`src/rtl/sonar_pkg.sv`:
```
// sonar_pkg: shared FSM state, distance constants and sizing helper
// for the round-robin ultrasonic ranging scheduler.
package sonar_pkg;

  typedef enum logic [2:0] {
    S_IDLE,
    S_TRIG,
    S_WAIT_RISE,
    S_MEASURE,
    S_GAP
  } state_t;

  localparam int US_PER_CM = 58;
  localparam logic [8:0] CM_MAX = 9'd511;

  function automatic int max3(input int a, input int b, input int c);
    int m;
    m = (a > b) ? a : b;
    return (m > c) ? m : c;
  endfunction

endpackage

```
`src/rtl/sonar_us_tick.sv`:
```
// sonar_us_tick: microsecond strobe divider; clr restarts the count
// so a new state always sees a full first microsecond.
module sonar_us_tick #(
  parameter int CLK_PER_US = 100
) (
  input  logic clk,
  input  logic rst,
  input  logic clr,
  output logic tick
);

  localparam int DW = (CLK_PER_US > 1) ? $clog2(CLK_PER_US) : 1;

  logic [DW-1:0] div;

  assign tick = (div == DW'(CLK_PER_US - 1));

  always_ff @(posedge clk) begin
    if (rst || clr || tick) begin
      div <= '0;
    end else begin
      div <= div + DW'(1);
    end
  end

endmodule

```
`src/rtl/sonar_scheduler.sv`:
```
// sonar_scheduler: time-shares one ranging engine across N_SENS sensors.
// Define SONAR_SYNC_EN to pass echo through a two-flop synchronizer.
module sonar_scheduler
  import sonar_pkg::*;
#(
  parameter int N_SENS = 3,
  parameter int CLK_PER_US = 100,
  parameter int TRIG_US = 10,
  parameter int ECHO_TO_US = 30000,
  parameter int GAP_US = 60000,
  localparam int IW = (N_SENS > 1) ? $clog2(N_SENS) : 1
) (
  input  logic              clk,
  input  logic              rst,
  input  logic              enable,
  input  logic [N_SENS-1:0] echo,
  output logic [N_SENS-1:0] trig,
  output logic              dist_valid,
  output logic [IW-1:0]     dist_id,
  output logic [8:0]        dist_cm,
  output logic              dist_timeout
);

  localparam int MAX_US = max3(TRIG_US, ECHO_TO_US, GAP_US);
  localparam int UW = $clog2(MAX_US + 1);

  state_t              state;
  logic [IW-1:0]       sel;
  logic [IW-1:0]       sel_nxt;
  logic [UW-1:0]       us_cnt;
  logic [5:0]          sub_cnt;
  logic [8:0]          cm_cnt;
  logic [8:0]          cm_inc;
  logic                sub_wrap;
  logic                tick;
  logic                leave;
  logic                echo_sel;
  logic [N_SENS-1:0]   echo_s;

`ifdef SONAR_SYNC_EN
  logic [N_SENS-1:0] echo_q1;
  logic [N_SENS-1:0] echo_q2;

  always_ff @(posedge clk) begin
    if (rst) begin
      echo_q1 <= '0;
      echo_q2 <= '0;
    end else begin
      echo_q1 <= echo;
      echo_q2 <= echo_q1;
    end
  end

  assign echo_s = echo_q2;
`else
  assign echo_s = echo;
`endif

  assign echo_sel = echo_s[sel];
  assign sel_nxt = (sel == IW'(N_SENS - 1)) ? '0 : sel + IW'(1);

  sonar_us_tick #(
    .CLK_PER_US(CLK_PER_US)
  ) u_tick (
    .clk (clk),
    .rst (rst),
    .clr (leave),
    .tick(tick)
  );

  always_comb begin
    sub_wrap = tick && (sub_cnt == 6'(US_PER_CM - 1));
    cm_inc = cm_cnt;
    if (sub_wrap && (cm_cnt != CM_MAX)) begin
      cm_inc = cm_cnt + 9'd1;
    end
  end

  // Every state exit also restarts the divider and us counter.
  always_comb begin
    leave = 1'b0;
    unique case (state)
      S_IDLE:      leave = enable;
      S_TRIG:      leave = tick && (us_cnt == UW'(TRIG_US - 1));
      S_WAIT_RISE: leave = echo_sel ||
                           (tick && (us_cnt == UW'(ECHO_TO_US - 1)));
      S_MEASURE:   leave = !echo_sel ||
                           (tick && (us_cnt == UW'(ECHO_TO_US - 1)));
      S_GAP:       leave = tick && (us_cnt == UW'(GAP_US - 1));
      default:     leave = 1'b1;
    endcase
  end

  always_ff @(posedge clk) begin
    if (rst) begin
      state        <= S_IDLE;
      sel          <= '0;
      trig         <= '0;
      us_cnt       <= '0;
      sub_cnt      <= '0;
      cm_cnt       <= '0;
      dist_valid   <= 1'b0;
      dist_id      <= '0;
      dist_cm      <= '0;
      dist_timeout <= 1'b0;
    end else begin
      dist_valid <= 1'b0;
      if (leave) begin
        us_cnt <= '0;
      end else if (tick) begin
        us_cnt <= us_cnt + UW'(1);
      end
      unique case (state)
        S_IDLE: begin
          if (enable) begin
            state <= S_TRIG;
            trig  <= N_SENS'(1) << sel;
          end
        end
        S_TRIG: begin
          if (leave) begin
            state <= S_WAIT_RISE;
            trig  <= '0;
          end
        end
        S_WAIT_RISE: begin
          if (echo_sel) begin
            state   <= S_MEASURE;
            cm_cnt  <= '0;
            sub_cnt <= '0;
          end else if (leave) begin
            state        <= S_GAP;
            dist_valid   <= 1'b1;
            dist_id      <= sel;
            dist_cm      <= '0;
            dist_timeout <= 1'b1;
          end
        end
        S_MEASURE: begin
          if (!echo_sel) begin
            state        <= S_GAP;
            dist_valid   <= 1'b1;
            dist_id      <= sel;
            dist_cm      <= cm_cnt;
            dist_timeout <= 1'b0;
          end else if (leave) begin
            state        <= S_GAP;
            dist_valid   <= 1'b1;
            dist_id      <= sel;
            dist_cm      <= cm_inc;
            dist_timeout <= 1'b1;
          end else if (tick) begin
            cm_cnt  <= cm_inc;
            sub_cnt <= sub_wrap ? 6'd0 : sub_cnt + 6'd1;
          end
        end
        S_GAP: begin
          if (leave) begin
            sel <= sel_nxt;
            if (enable) begin
              state <= S_TRIG;
              trig  <= N_SENS'(1) << sel_nxt;
            end else begin
              state <= S_IDLE;
            end
          end
        end
        default: begin
          state <= S_IDLE;
          trig  <= '0;
        end
      endcase
    end
  end

endmodule

```
`config.mk`:
```
export PLATFORM = sky130hd
export DESIGN_NAME = sonar_scheduler
export DESIGN_NICKNAME = d
export VERILOG_FILES = /design/src/rtl/sonar_pkg.sv /design/src/rtl/sonar_us_tick.sv /design/src/rtl/sonar_scheduler.sv
export SDC_FILE = /design/constraint.sdc
export NUM_CORES = 1
export LEC_CHECK = 0
export BUFFER_PORTS_ARGS = -buffer_cell sky130_fd_sc_hd__buf_4
export CORE_AREA = 5 5 90 92
export DETAILED_ROUTE_END_ITERATION = 7
export DIE_AREA = 0 0 95 97
export HOLD_SLACK_MARGIN = 0.02
export PLACE_DENSITY = 0.7
export SYNTH_ARGS = -nofsm -noshare
export SYNTH_HDL_FRONTEND = slang
export SYNTH_SLANG_ARGS = --single-unit
```
`constraint.sdc`:
```
create_clock -name clk -period 5.7 [get_ports clk]
set_input_delay 0.285 -clock clk [delete_from_list [all_inputs] [get_ports clk]]
set_output_delay 0.285 -clock clk [all_outputs]
set_load 0.01 [all_outputs]
```
==> metrics.yaml, run 1 <==
route:
  ant_nets: 0
  avgViaCountPerCell: 5.79
  drc_errors: 0
  drtPass1Iterations: 4
  wl_per_cell_microns: 14.7
  num_vias: 2905
  routed_wl_microns: 7390
  drt_iter0_drc: 258
setup_path:
  endpoint_kind: "register"
  critPathArrivalTime_ps: 3890
  path_max_fanout: 18
  critical_path_class: "register to register"
  r2r_start: "sel[0]"
  rrSetupSlack_ps: 2020
  start_kind: "register"
  cp.required_ps: 5910
  worstReg2RegEnd: "u_tick.div[6]"
  ff2ff_path_depth: 8
synth:
  synth_edf_count: 0
  syn_inst: 381
  synthFlopType: "dfxtp_1"
  synth_cell_types: 54
  ys.warnings.count: 0
  ys_seq_area_frac: 0.375
  ys_ff_latch: 59
  syn_nets: 394
  synth_area_per_cell_sq_um: 8.26
  synthArstFlopShare: 0
  synthesis.area_sq_mm: 0.00315
power:
  power_leakage_nw: 1.21
  p_per_area_mw_per_mm2: 222
  combPwrFrac: 0.038
  clkPwrFrac: 0.432
  vdd_drop_max_uv: 83.7
  pwr-share-seq: 0.530
  switching_power_mw: 0.182
  netSwitchingFraction: 0.231
  p_int_mw: 0.605
timing:
  tightest_slew_ps: 1100
  slew_viol_final: 0
  fin_setup_tns_ps: 0
  period_needed_ps: 3680
  fmaxAchievable_mhz: 272
  timing.final.crit_share: 0.645
  setup_viol: 0
  hold_viol: 0
  rsz0062_at_grt: "no"
  final.setup_skew_ps: 7.61
  timing.slew.headroom: 0.261
global_routing:
  grt.met1_usage: 0.225
  met3_usage: 0.0434
  grt_pass1_vias: 2538
  grt_max_degree: 35
  grt.overflow.total: 0
  antenna_found_initial: 0
  gr-usage-all-layers: 0.165
  busiest_layer: "met2"
  grtUsageMet2: 0.238
  grt_pass1_wl_microns: 12200
layout:
  nets: 411
  final-seq-area_sq_mm: 0.00118
  drive_gt1_frac: 0.112
  antenna_cells: 0
  nFillCells: 705
  synthToLayoutAreaGrowth_pct: 12.8
  design_area_sq_mm: 0.00355
  multiInputGateArea_sq_mm: 0.00187
floorplanning:
  die_area_sq_mm: 0.00922
  ioPinCount: 22
  die_h_microns: 97
  initial_core_util: 0.441
  rows: 31
  core_sq_mm: 0.00714
  die_w_microns: 95
clock_tree:
  cts_made_buffers: 9
  cts_resized: 0
  h-tree-depth: 3
  clk_path_buf_depth: 2
  cts_tree: "built"
  clock_latency_ps: 340
  cts_root_buf: "clkbuf_8"
  clkTransAtPathRegs_ps: 60
  cts_setup_buffers: 0
  clock_sinks: 59
  postCtsHoldBufs: 0
placed_design:
  port_buffers: 21
  hpwlAfterDp_microns: 5210
  place.gp.congestion: 0.875
  placed_cell_area_sq_mm: 0.00338
worst_hold_path:
  min_from: "rst"
  hold_depth: 2
  whs_endpoint: "dist_valid"
  min_path_type: "primary input to register"
run_status:
  status: "finished clean"
run:
  cap_violations: 0
-- how the worst max path moves through the flow --
stage / startpoint / endpoint / slack, ps / cells after the start
global placement: sel[0] / u_tick.div[6] / 2260 / 8
floorplan: sel[0] / sub_cnt[2] / 2350 / 13
detailed placement: sel[0] / u_tick.div[6] / 2070 / 8
finish: sel[0] / u_tick.div[6] / 2020 / 8
global route: sel[0] / u_tick.div[6] / 1710 / 8
CTS: sel[0] / u_tick.div[6] / 2050 / 8
-- area by class of cell --
class | count | share of cell area
sequential | 59 | 0.333
multi-input combinational | 297 | 0.526
inverter | 8 | 0.00846
tap | 99 | 0.0349
clock inverter | 2 | 0.00282
clock buffer | 14 | 0.0458
timing repair buffer | 23 | 0.0487
-- placed cells by master, fill, tap and decap left out, types with 5 or more instances in the layout --
cell type	n
or4_1	11
a211oi_1	6
buf_4	23
o21ai_0	17
clkbuf_8	11
ha_1	7
nor2b_1	5
xor2_1	12
and3_1	12
inv_1	7
dfxtp_1	59
xnor2_1	11
o31ai_1	5
nand4_1	5
nand2_1	32
nor3_1	9
nor4_1	7
nand2b_1	6
a311oi_1	11
a21oi_1	27
nand3_1	22
nor2_1	40
a211o_1	6
-- flip-flops by register name, indices dropped and copies added (netlist names) --
name / flops
sub_cnt: 6
dist_timeout: 1
state: 3
sel: 2
u_tick.div: 7
dist_id: 2
cm_cnt: 9
trig: 3
dist_cm: 9
us_cnt: 16
dist_valid: 1
-- cells in the mapped netlist (3+ instances only) --
library cell | count | area [sq um]
ha_1 | 7 | 87.6
nand2_1 | 32 | 120
a41oi_1 | 4 | 35.0
nor2_1 | 40 | 150
o21ai_0 | 17 | 85.1
clkbuf_1 | 14 | 52.6
a31oi_1 | 3 | 18.8
and3_1 | 12 | 75.1
a211o_1 | 6 | 52.6
a211oi_1 | 6 | 45.0
nand4b_1 | 4 | 35.0
xnor2_1 | 11 | 96.3
nor3_1 | 9 | 45.0
nand3_1 | 22 | 110
xor2_1 | 12 | 105
nor2b_1 | 5 | 31.3
dfxtp_1 | 59 | 1180
a311oi_1 | 11 | 96.3
or4_1 | 11 | 82.6
o31ai_1 | 5 | 37.5
inv_1 | 7 | 26.3
a21oi_1 | 27 | 135
nand2b_1 | 6 | 37.5
nor4_1 | 7 | 43.8
nand4_1 | 5 | 31.3
-- power groups by stage --
stage,registers [mW],logic [mW],clock network [mW]
CTS,0.417,0.0299,0.349
detailed placement,0.427,0.0297,0
finish,0.417,0.0299,0.340
global route,0.417,0.0328,0.364
floorplan,0.425,0.0224,0
global placement,0.426,0.0295,0
-- logic make-up (layout without fill, tap and decap cells) --
logic type / after synthesis / count (layout) / synth area share
XOR/XNOR: 23 / 23 / 0.0640
AND/OR/NAND/NOR: 172 / 172 / 0.291
buffers and inverters: 25 / 47 / 0.0306
multiplexers: 2 / 2 / 0.00716
adder cells (fa/ha/maj): 7 / 7 / 0.0278
AO/OA/AOI/OAI: 93 / 93 / 0.204
flip-flops: 59 / 59 / 0.375
-- per-stage QoR --
step	power, mW	utilization	worst slack [ps]	hold slack, ps	instances
floorplan	0.448	-	2350	430	381
global placement	0.456	0.473	2260	442	486
detailed placement	0.456	0.473	2070	453	486
CTS	0.796	0.497	2050	320	502
global route	0.814	0.497	1710	340	502
finish	0.787	0.497	2020	331	502
-- critical path, cell delays in order (launching register included) --
cell and delay, ps:
dfxtp_1 520, mux2_2 380, mux2_2 340, inv_1 320
ha_1 240, o2bb2ai_1 90, nor2_1 590, nand2_1 590
a2111oi_0 480
-- layer usage --
layer  routed length [microns]  part of all wire
met1                      3540              0.48
met2                      3260              0.44
met3                       435             0.059
met4                       150             0.020
met5                         0                 0
No activity file was read; power rests on OpenSTA's default activity.
==> run 2: changes to the inputs <==
--- a/config.mk
+++ b/config.mk
@@ -10,7 +10,7 @@
 export DETAILED_ROUTE_END_ITERATION = 7
 export DIE_AREA = 0 0 95 97
 export HOLD_SLACK_MARGIN = 0.02
-export PLACE_DENSITY = 0.7
+export PLACE_DENSITY = 0.73
 export SYNTH_ARGS = -nofsm -noshare
 export SYNTH_HDL_FRONTEND = slang
 export SYNTH_SLANG_ARGS = --single-unit
==> constraint.sdc (replaced) <==
create_clock -name clk -period 3.1 [get_ports clk]
set_input_delay 0.155 -clock clk [delete_from_list [all_inputs] [get_ports clk]]
set_output_delay 0.155 -clock clk [all_outputs]
set_load 0.01 [all_outputs]
==> metrics.yaml, run 2 (same netlist as run 1, synthesis figures left out) <==
run_status:
  status: "finished clean"
placed_design:
  place.gp.congestion: 0.858
  hpwlAfterDp_microns: 5230
  port_buffers: 21
  placed_cell_area_sq_mm: 0.00348
route:
  drt_iter0_drc: 101
  drc_errors: 0
  wl_per_cell_microns: 14.4
  avgViaCountPerCell: 5.72
  routed_wl_microns: 7390
  num_vias: 2945
  ant_nets: 0
  drtPass1Iterations: 4
layout:
  layout_commonest_cell: "dfxtp_1"
  antenna_cells: 0
  drive_gt1_frac: 0.154
  design_area_sq_mm: 0.00371
  largest_reg_flops: 16
  synthToLayoutAreaGrowth_pct: 18.1
  regMostFlops: "us_cnt"
  multiInputGateArea_sq_mm: 0.00188
  nets: 424
  nFillCells: 684
  final_cell_mix: "dfxtp_1 (59), nor2_1 (40), buf_4 (36), nand2_1 (32), a21oi_1 (25)"
  fin_util: 0.520
  final-seq-area_sq_mm: 0.00118
  largest_registers: "us_cnt x16, cm_cnt x9, dist_cm x9"
setup_path:
  cpMostUsedCell: "or4_1"
  critPathArrivalTime_ps: 3160
  cp.required_ps: 3380
  endpoint_kind: "register"
  critical_path_class: "register to register"
  crit_chain: "or4_1 -> or4_4 -> a2111oi_2 -> nor2_1 -> or4_1 -> a21oi_1"
  critical-path-max-stage-delay_ps: 550
  cp_slowest_cell: "or4_1"
  worst-path-buf-inv: 0
  start_kind: "register"
  critPathTopFamily: "simple AND/OR/NAND/NOR gates"
  path_max_fanout: 12
floorplanning:
  initial_core_util: 0.441
  rows: 31
  ioPinCount: 22
  die_w_microns: 95
  die_area_sq_mm: 0.00922
  die_h_microns: 97
  core_sq_mm: 0.00714
clock_tree:
  clk_path_buf_depth: 2
  cts_root_buf: "clkbuf_8"
  cts_made_buffers: 9
  cts_setup_buffers: 0
  clock_latency_ps: 350
  h-tree-depth: 3
  cts_tree: "built"
  clock_sinks: 59
  clkTransAtPathRegs_ps: 70
  cts_resized: 0
  postCtsHoldBufs: 0
global_routing:
  grt_max_degree: 35
  grt_pass1_vias: 2631
  gr-usage-all-layers: 0.166
  grt_pass1_wl_microns: 12400
  antenna_found_initial: 0
  grt.overflow.total: 0
timing:
  rsz0062_at_grt: "no"
  hold_viol: 0
  timing.final.crit_share: 0.929
  setup_viol: 0
  final.setup_skew_ps: 6.58
  tightest_slew_ps: 844
  period_needed_ps: 2880
  slew_viol_final: 0
  fin_setup_tns_ps: 0
  fmaxAchievable_mhz: 347
  timing.slew.headroom: 0.435
power:
  vdd_drop_max_uv: 189
  power_leakage_nw: 1.30
  p_per_area_mw_per_mm2: 439
  power_mw: 1.63
run:
  cap_violations: 0
worst_hold_path:
  min_path_type: "primary input to register"
## run 2: area by class of cell
type / count / area share
repair buffers: 36 / 0.0728
well taps: 99 / 0.0334
clock inverters: 5 / 0.0202
flip-flops and latches: 59 / 0.318
inverters: 8 / 0.00809
clock buffers: 11 / 0.0408
multi-input cells: 297 / 0.507
## run 2: routing by layer
| metal | wire (microns) | GRT usage |
|---|---|---|
| met5 | 0 | 0 |
| met4 | 169 | 0.0755 |
| met3 | 368 | 0.0450 |
| met2 | 3280 | 0.245 |
| met1 | 3570 | 0.223 |
## run 2: report_power, final
group / total [mW] / internal [mW] / switching (mW)
clock: 0.802 / 0.492 / 0.310
sequential: 0.767 / 0.762 / 0.00473
combinational: 0.0594 / 0.0216 / 0.0379
total: 1.63 / 1.28 / 0.353
## run 2: per-stage QoR
step	setup WS [ps]	instances	hold slack (ps)
6_report	221	515	211
3_5_place_dp	160	499	453
5_1_grt	47.8	515	208
4_1_cts	155	515	189
3_3_place_gp	236	499	448
2_1_floorplan	14.6	381	419
## run 2: worst paths after layout
check / from / to / slack (ps) / cells after the start
max: us_cnt[4] / sel[0] / 220 / 6
min: rst / dist_valid / 210 / 2
max reg2reg: us_cnt[4] / sel[0] / 220 / 6
min reg2reg: u_tick.div[0] / u_tick.div[0] / 470 / 1
==> run 3: changes to the inputs <==
--- a/config.mk
+++ b/config.mk
@@ -6,9 +6,9 @@
 export NUM_CORES = 1
 export LEC_CHECK = 0
 export BUFFER_PORTS_ARGS = -buffer_cell sky130_fd_sc_hd__buf_4
-export CORE_AREA = 5 5 90 92
+export CORE_AREA = 2 2 87 89
 export DETAILED_ROUTE_END_ITERATION = 7
-export DIE_AREA = 0 0 95 97
+export DIE_AREA = 0 0 89 91
 export HOLD_SLACK_MARGIN = 0.02
 export PLACE_DENSITY = 0.73
 export SYNTH_ARGS = -nofsm -noshare
==> metrics.yaml, run 3 (same netlist as run 1, synthesis figures left out) <==
run_status:
  status: "finished clean"
layout:
  synthToLayoutAreaGrowth_pct: 16.7
  final_cells: 513
  nets: 423
  regMostFlops: "us_cnt"
  drive_gt1_frac: 0.143
  antenna_cells: 0
  largest_registers: "us_cnt x16, cm_cnt x9, dist_cm x9"
  largest_reg_flops: 16
  layout_commonest_cell: "dfxtp_1"
  final_cell_mix: "dfxtp_1 (59), nor2_1 (40), buf_4 (35), nand2_1 (32), a21oi_1 (26)"
  design_area_sq_mm: 0.00367
clock_tree:
  clock_latency_ps: 350
  cts_root_buf: "clkbuf_8"
  clock_sinks: 59
  h-tree-depth: 3
  cts_made_buffers: 9
  cts_tree: "built"
  clkTransAtPathRegs_ps: 70
  clk_path_buf_depth: 2
power:
  power_leakage_nw: 1.28
  power_mw: 1.54
  vdd_drop_max_uv: 217
  p_per_area_mw_per_mm2: 420
worst_hold_path:
  min_path_type: "primary input to register"
  hold_depth: 2
timing:
  rsz0062_at_grt: "no"
  slew_viol_final: 0
  tightest_slew_ps: 987
  timing.slew.headroom: 0.337
  fmaxAchievable_mhz: 341
  hold_viol: 0
  fin_setup_tns_ps: 0
  timing.final.crit_share: 0.945
  period_needed_ps: 2930
  setup_viol: 0
  final.setup_skew_ps: 8.45
route:
  wl_per_cell_microns: 14.5
  ant_nets: 0
  drc_errors: 0
  avgViaCountPerCell: 5.76
  num_vias: 2954
  routed_wl_microns: 7440
  drt_iter0_drc: 246
  drtPass1Iterations: 4
setup_path:
  crit_chain: "or4_1 -> or4_4 -> a2111o_1 -> o2111ai_1 -> a21oi_1 -> a221o_1"
  critPathTopFamily: "compound AO/OA/AOI/OAI gates"
  endpoint_kind: "register"
  critical-path-max-stage-delay_ps: 560
  critPathArrivalTime_ps: 3160
  cp.required_ps: 3330
  worst-path-buf-inv: 0
  crit_cells: 6
  ff2ff_path_depth: 6
  cp_slowest_cell: "or4_1"
  start_kind: "register"
  path_max_fanout: 7
  critical_path_class: "register to register"
global_routing:
  grt.overflow.total: 0
  antenna_found_initial: 0
  grt_pass1_vias: 2814
  grt_pass1_wl_microns: 12600
  gr-usage-all-layers: 0.194
  grt_max_degree: 35
floorplanning:
  core_sq_mm: 0.00714
  die_w_microns: 89
  rows: 31
  die_area_sq_mm: 0.00810
  initial_core_util: 0.441
  ioPinCount: 22
  die_h_microns: 91
placed_design:
  place_inst: 498
  place.gp.congestion: 0.821
  placed_cell_area_sq_mm: 0.00347
  hpwlAfterDp_microns: 5190
  port_buffers: 21
run:
  cap_violations: 0
==> run 3: metal layers <==
metal  part of all wire  vias up  track usage
li1                   -     1483            -
met1               0.47     1405        0.251
met2               0.46       52        0.303
met3              0.043       14       0.0518
met4              0.017        0       0.0821
met5                  0        -            0
==> run 3: layout make-up <==
| cell class | count | area [sq um] |
|---|---|---|
| flip-flops and latches | 59 | 1180 |
| repair buffers | 35 | 263 |
| clock buffers | 13 | 159 |
| multi-input cells | 297 | 1880 |
| well taps | 99 | 124 |
| fillers | 708 | 3470 |
| clock inverters | 2 | 35.0 |
| inverters | 8 | 30.0 |
==> run 3: report_power, final <==
group / total [mW] / switching (mW) / leakage, nW / internal (mW)
sequential: 0.767 / 0.00474 / 0.476 / 0.762
clock: 0.713 / 0.303 / 0.0995 / 0.410
combinational: 0.0597 / 0.0382 / 0.700 / 0.0215
==> run 3: stage by stage <==
stage / setup WS [ps] / hold WS (ps) / util
2_1_floorplan: 14.6 / 419 / -
3_3_place_gp: 251 / 445 / 0.486
3_5_place_dp: 201 / 452 / 0.486
4_1_cts: 183 / 212 / 0.513
5_1_grt: 12.8 / 226 / 0.514
6_report: 170 / 211 / 0.514
==> run 3: timing repair <==
action	4_1_cts	5_1_grt
hold buffers	0	0
gates resized for setup	0	1
buffers inserted	0	0
setup endpoints to repair	0	6
==> run 3: worst paths after layout <==
check | startpoint | endpoint | slack [ps]
max | us_cnt[4] | dist_cm[1] | 170
min reg2reg | u_tick.div[0] | u_tick.div[0] | 460
min | rst | trig[2] | 210
max reg2reg | us_cnt[4] | dist_cm[1] | 170
